[src/rtl/apb_wait_regs_pkg.sv]
// Shared types and constants for the wait-state APB register file.
// Holds the FSM state enum, strobe/data widths and the word-index width helper.
package apb_wait_regs_pkg;

  localparam int unsigned DataWidth = 32;
  localparam int unsigned StrbWidth = 4;
  localparam int unsigned CntWidth  = 4;

  typedef enum logic {
    IDLE   = 1'b0,
    ACCESS = 1'b1
  } state_e;

  // Word-index width; a single register still needs a one-bit index.
  function automatic int unsigned idx_width(input int unsigned n);
    return (n > 1) ? $clog2(n) : 1;
  endfunction

endpackage

[src/rtl/apb_wait_regs_dec.sv]
// Combinational APB address decode: register index, in-range flag and
// read-only flag for the register file.
module apb_wait_regs_dec
  import apb_wait_regs_pkg::*;
#(
  parameter int unsigned        NoRegs       = 8,
  parameter int unsigned        AddrWidth    = 15,
  parameter int unsigned        BaseAddr     = 0,
  parameter logic [NoRegs-1:0]  ReadOnlyMask = '0
) (
  input  logic [AddrWidth-1:0]            paddr,
  output logic [idx_width(NoRegs)-1:0]    idx,
  output logic                            valid,
  output logic                            read_only
);

  localparam int unsigned IdxWidth = idx_width(NoRegs);

  logic [AddrWidth-1:0] offset;
  logic [AddrWidth-3:0] word;

  // Wrapping subtraction pushes addresses below BaseAddr far out of range.
  assign offset = paddr - AddrWidth'(BaseAddr);
  assign word   = offset[AddrWidth-1:2];

  assign valid     = (offset[1:0] == 2'b00) && (32'(word) < NoRegs);
  assign idx       = word[IdxWidth-1:0];
  assign read_only = valid && ReadOnlyMask[idx];

endmodule

[src/rtl/apb_wait_regs.sv]
// APB leaf register file with RW/RO registers and a programmable number of
// wait states before pready, used to exercise backpressure upstream.
module apb_wait_regs
  import apb_wait_regs_pkg::*;
#(
  parameter int unsigned        NoRegs       = 8,
  parameter int unsigned        AddrWidth    = 15,
  parameter int unsigned        BaseAddr     = 0,
  parameter int unsigned        WaitCycles   = 2,
  parameter logic [NoRegs-1:0]  ReadOnlyMask = '0,
  parameter logic [31:0]        ResetValue   = '0
) (
  input  logic                     clk_i,
  input  logic                     rst_ni,
  input  logic [AddrWidth-1:0]     paddr_i,
  input  logic                     psel_i,
  input  logic                     penable_i,
  input  logic                     pwrite_i,
  input  logic [DataWidth-1:0]     pwdata_i,
  input  logic [StrbWidth-1:0]     pstrb_i,
  output logic                     pready_o,
  output logic [DataWidth-1:0]     prdata_o,
  output logic                     pslverr_o,
  input  logic [NoRegs*32-1:0]     reg_ro_i,
  output logic [NoRegs*32-1:0]     reg_q_o
);

  localparam int unsigned IdxWidth = idx_width(NoRegs);

  state_e                state_reg, state_next;
  logic [CntWidth-1:0]   cnt_reg, cnt_next;

  logic [IdxWidth-1:0]   idx;
  logic                  valid;
  logic                  read_only;
  logic                  xfer_done;
  logic                  wr_en;
  logic [DataWidth-1:0]  reg_view [NoRegs];

  apb_wait_regs_dec #(
    .NoRegs       (NoRegs),
    .AddrWidth    (AddrWidth),
    .BaseAddr     (BaseAddr),
    .ReadOnlyMask (ReadOnlyMask)
  ) u_dec (
    .paddr     (paddr_i),
    .idx       (idx),
    .valid     (valid),
    .read_only (read_only)
  );

  always_ff @(posedge clk_i or negedge rst_ni) begin
    if (!rst_ni) begin
      state_reg <= IDLE;
      cnt_reg   <= '0;
    end else begin
      state_reg <= state_next;
      cnt_reg   <= cnt_next;
    end
  end

  always_comb begin
    state_next = state_reg;
    cnt_next   = cnt_reg;
    case (state_reg)
      IDLE: begin
        // Only a genuine SETUP phase starts a transfer; stray penable is ignored.
        if (psel_i && !penable_i) begin
          state_next = ACCESS;
          cnt_next   = CntWidth'(WaitCycles);
        end
      end
      ACCESS: begin
        if (!psel_i) begin
          state_next = IDLE;
          cnt_next   = '0;
        end else if (cnt_reg != '0) begin
          cnt_next = cnt_reg - 1'b1;
        end else begin
          state_next = IDLE;
        end
      end
      default: begin
        state_next = IDLE;
        cnt_next   = '0;
      end
    endcase
  end

  // The access takes effect in the single cycle pready is high.
  assign xfer_done = (state_reg == ACCESS) && psel_i && (cnt_reg == '0);
  assign wr_en     = xfer_done && pwrite_i && valid && !read_only;

  for (genvar gi = 0; gi < NoRegs; gi++) begin : g_reg
    if (ReadOnlyMask[gi]) begin : g_ro
      assign reg_view[gi] = reg_ro_i[gi*32 +: 32];
    end else begin : g_rw
      logic [DataWidth-1:0] data_reg;

      always_ff @(posedge clk_i or negedge rst_ni) begin
        if (!rst_ni) begin
          data_reg <= ResetValue;
        end else if (wr_en && (idx == IdxWidth'(gi))) begin
          for (int b = 0; b < StrbWidth; b++) begin
            if (pstrb_i[b]) begin
              data_reg[b*8 +: 8] <= pwdata_i[b*8 +: 8];
            end
          end
        end
      end

      assign reg_view[gi] = data_reg;
    end
    assign reg_q_o[gi*32 +: 32] = reg_view[gi];
  end

  // Hardware values feeding RW slots are intentionally ignored.
  logic ro_unused;
  assign ro_unused = ^reg_ro_i;

  assign pready_o  = xfer_done;
  assign prdata_o  = (xfer_done && !pwrite_i && valid) ? reg_view[idx] : '0;
  assign pslverr_o = xfer_done && (!valid || (pwrite_i && read_only));

endmodule

[config.mk]
export PLATFORM = sky130hd
export DESIGN_NAME = apb_wait_regs
export DESIGN_NICKNAME = d
export VERILOG_FILES = /design/src/rtl/apb_wait_regs_pkg.sv /design/src/rtl/apb_wait_regs_dec.sv /design/src/rtl/apb_wait_regs.sv
export SDC_FILE = /design/constraint.sdc
export NUM_CORES = 1
export LEC_CHECK = 0
export BUFFER_PORTS_ARGS = -buffer_cell sky130_fd_sc_hd__buf_2
export CAP_MARGIN = 20
export CORE_AREA = 2 2 233 235
export DETAILED_ROUTE_END_ITERATION = 7
export DIE_AREA = 0 0 235 237
export GPL_ROUTABILITY_DRIVEN = 1
export HOLD_SLACK_MARGIN = 0.05
export PLACE_DENSITY = 0.52
export SYNTH_ARGS = -nofsm -noshare
export SYNTH_HDL_FRONTEND = slang
export SYNTH_SLANG_ARGS = --single-unit
[constraint.sdc]
create_clock -name clk_i -period 4.62 [get_ports clk_i]
set_input_delay 0.693 -clock clk_i [delete_from_list [all_inputs] [get_ports clk_i]]
set_output_delay 0.693 -clock clk_i [all_outputs]
set_load 0.005 [all_outputs]
==> metrics.md <==
| Metric | Value |
|---|---|
| Critical path data arrival time | 3.35 ns |
| Syn Inst Count | 760 |
| Via count | 8468 |
| WL per Instance | 21.9 um |
| GRT Total Usage | 14.2% |
| Detailed Route Iter0 Violations | 477 |
| Critical Path RT | 3.93 ns |
| Period utilisation layout | 87.4% |
| Yosys warns | 0 |
| CP max FO | 16 |
| Final TNS setup | 0 ns |
| H-tree depth | 1 |
| Most common cell after layout, fill and taps aside | buf_2 |
| Crit. End Element | output port |
| Clock sink count | 261 |
| Area growth, synth to finish | 31.0% |
| Min-Delay Path Class | in2async |
| Max-Slew Margin vs Limit | 36.8% |
| HPWL Detailed | 27400 um |
| Pins Over Slew Limit | 0 |
| 1st-pass router iterations | 4 |
| Max-capacitance violation count | 0 |
| Clock buffer count from CTS | 30 |
| Util after Layout | 29.9% |
| Total wire length | 40600 um |
| Most frequent cells in the layout | buf_2, dfrtp_1, mux2_2 |
| Largest net degree at the start of global routing | 114 |
| Post-Synthesis Mean Instance Area | 16.0 um2 |
| Post-CTS Hold Buffers | 0 |
| Number of distinct library cells after synthesis | 37 |
| GPL Wtd Cong | 0.747 |
| Clock Path Buffers | 3 |
| Core Box Area | 0.0533 mm2 |
| Layout cell share with drive strength beyond 1 | 66.0% |
| Post-CTS Setup Repair Bufs | 0 |
| Max Clock Freq | 248 MHz |
| Clk_lat worst skew | 0.56 ns |
| Die W | 235 um |
| # setup viols final | 0 |
| Number of vias per cell | 4.56 |
| Startpoint Class | flop |
| CTS tree | built |
| Status | finished, final reports clean |
| Total gr overflow | 0 |
| FP Rows | 85 |
| Vias in the first global route | 8901 |
| Port buffer count | 345 |
| Post-CTS sizing | 0 |
| RSZ-0062 raised after global routing | no |
| Clk slew on worst S/H paths | 0.06 ns |
| Final ANT Viol Nets | 0 |
| Synth Net Count | 1073 |
| Die area | 0.0557 mm2 |
| Max rail drop VDD | 0.223 mV |
| PD cells | 318 mW/mm2 |
| Sequential fraction of the synthesis area | 53.6% |
| Number of remaining DRC errors | 0 |
| Clock Skews | 0.00859 ns |
| Die height | 237 um |
| Max reg flops | 256 |
| Initial Util | 22.9% |
| Worst Max-Slew Pin Slew | 0.941 ns |
| First-pass GRT wire length | 59800 um |
| WS Path Type | reg2out |
| Post-synthesis register bit count | 261 |
| Pleak | 8.42 nW |
| Final Hold Vio Count | 0 |
| Root buffer selected by CTS | clkbuf_16 |
| Initial antenna violation count | 4 |
| Syn Std Cell Area | 0.0122 mm2 |
| Nets@finish | 1452 |
| Io pins | 602 |
| Power Total | 5.07 mW |
| Fin crit period | 4.04 ns |
[cell families (layout without fill, tap and decap cells)]
kind of cell / count (synthesis) / after routing / synth area share (%)
AO/OA/AOI/OAI: 8 / 8 / 0.401
XOR/XNOR: 2 / 2 / 0.144
adder cells (fa/ha/maj): 1 / 1 / 0.103
buffers and inverters: 38 / 436 / 1.35
flip-flops: 261 / 261 / 53.6
multiplexers: 352 / 352 / 38.4
other: 0 / 1 / 0
AND/OR/NAND/NOR: 98 / 98 / 5.99
[cell usage after synthesis (all sizes together)]
master | count | share of area, %
nor2 | 50 | 1.5
and3 | 1 | 0.051
a22o | 1 | 0.072
ha | 1 | 0.10
o22ai | 1 | 0.051
a31oi | 1 | 0.051
and2 | 1 | 0.051
a211oi | 1 | 0.062
nor3b | 3 | 0.18
or4 | 4 | 0.25
inv | 5 | 0.15
xnor2 | 2 | 0.14
o21ai | 3 | 0.12
mux2i | 32 | 2.6
dfrtp | 261 | 54
nor2b | 2 | 0.10
clkbuf | 14 | 0.43
mux4 | 64 | 12
or3b | 1 | 0.072
nand4 | 8 | 0.57
buf | 19 | 0.76
nand2 | 5 | 0.22
nand3 | 2 | 0.082
and3b | 2 | 0.14
nor4 | 16 | 2.5
mux2 | 256 | 24
or4b | 1 | 0.082
a21oi | 1 | 0.041
nand3b | 2 | 0.12
[worst paths after layout]
check	end	cells after the start	slack, ns	start
worst min-delay path	g_reg[3].g_rw.data_reg[1]$_DFFE_PN0P_	1	0.21	rst_ni
min in group clk_i	state_reg$_DFF_PN0_	3	0.40	psel_i
max in group asynchronous	g_reg[4].g_rw.data_reg[16]$_DFFE_PN0P_	2	3.45	rst_ni
worst min register to register	cnt_reg[0]$_DFFE_PN0P_	2	0.53	cnt_reg[0]$_DFFE_PN0P_
worst max register to register	g_reg[4].g_rw.data_reg[8]$_DFFE_PN0P_	7	1.77	cnt_reg[0]$_DFFE_PN0P_
worst max-delay path	prdata_o[5]	9	0.58	cnt_reg[0]$_DFFE_PN0P_
[critical path: stages, from the launching register on]
cell and delay (ns):
dfrtp_1 0.39, inv_1 0.10, ha_1 0.19, nor3b_1 0.19, buf_4 0.22, nand2_1 0.11
or4b_2 0.89, buf_4 0.34, nor2_1 0.19, buf_2 0.14
[metal layers]
layer | vias up | global-route usage [%] | part of all wire (%)
met3 | 59 | 3.14 | 6.5
li1 | 3654 | - | -
met1 | 4463 | 19.5 | 45
met4 | 4 | 3.68 | 2.1
met5 | - | 0 | 0.064
met2 | 288 | 22.6 | 47
[power by group]
group	internal (mW)	leakage, nW	switching [mW]
combinational	0.104	4.29	0.204
sequential	2.30	3.64	0.0147
clock	1.49	0.492	0.961
total	3.89	8.42	1.18
[cell type report]
class,count,area [um2]
fill,5372,37300
tap,696,871
timing repair buffer,380,2040
clock buffer,40,840
clock inverter,11,173
multi-input combinational,461,5480
antenna,1,2.50
inverter,5,18.8
sequential,261,6530
[stage by stage]
step / cells / area [um2] / hold slack (ns) / worst slack, ns
after floorplan: 760 / 12200 / 0.397 / 1.54
after global placement: 1803 / 14900 / 0.503 / 0.772
after detailed placement: 1803 / 14900 / 0.509 / 0.829
after CTS: 1854 / 16000 / 0.232 / 0.480
after global routing: 1854 / 16000 / 0.250 / 0.393
final: 1855 / 16000 / 0.214 / 0.581
Power figures use the tool's default switching activity.
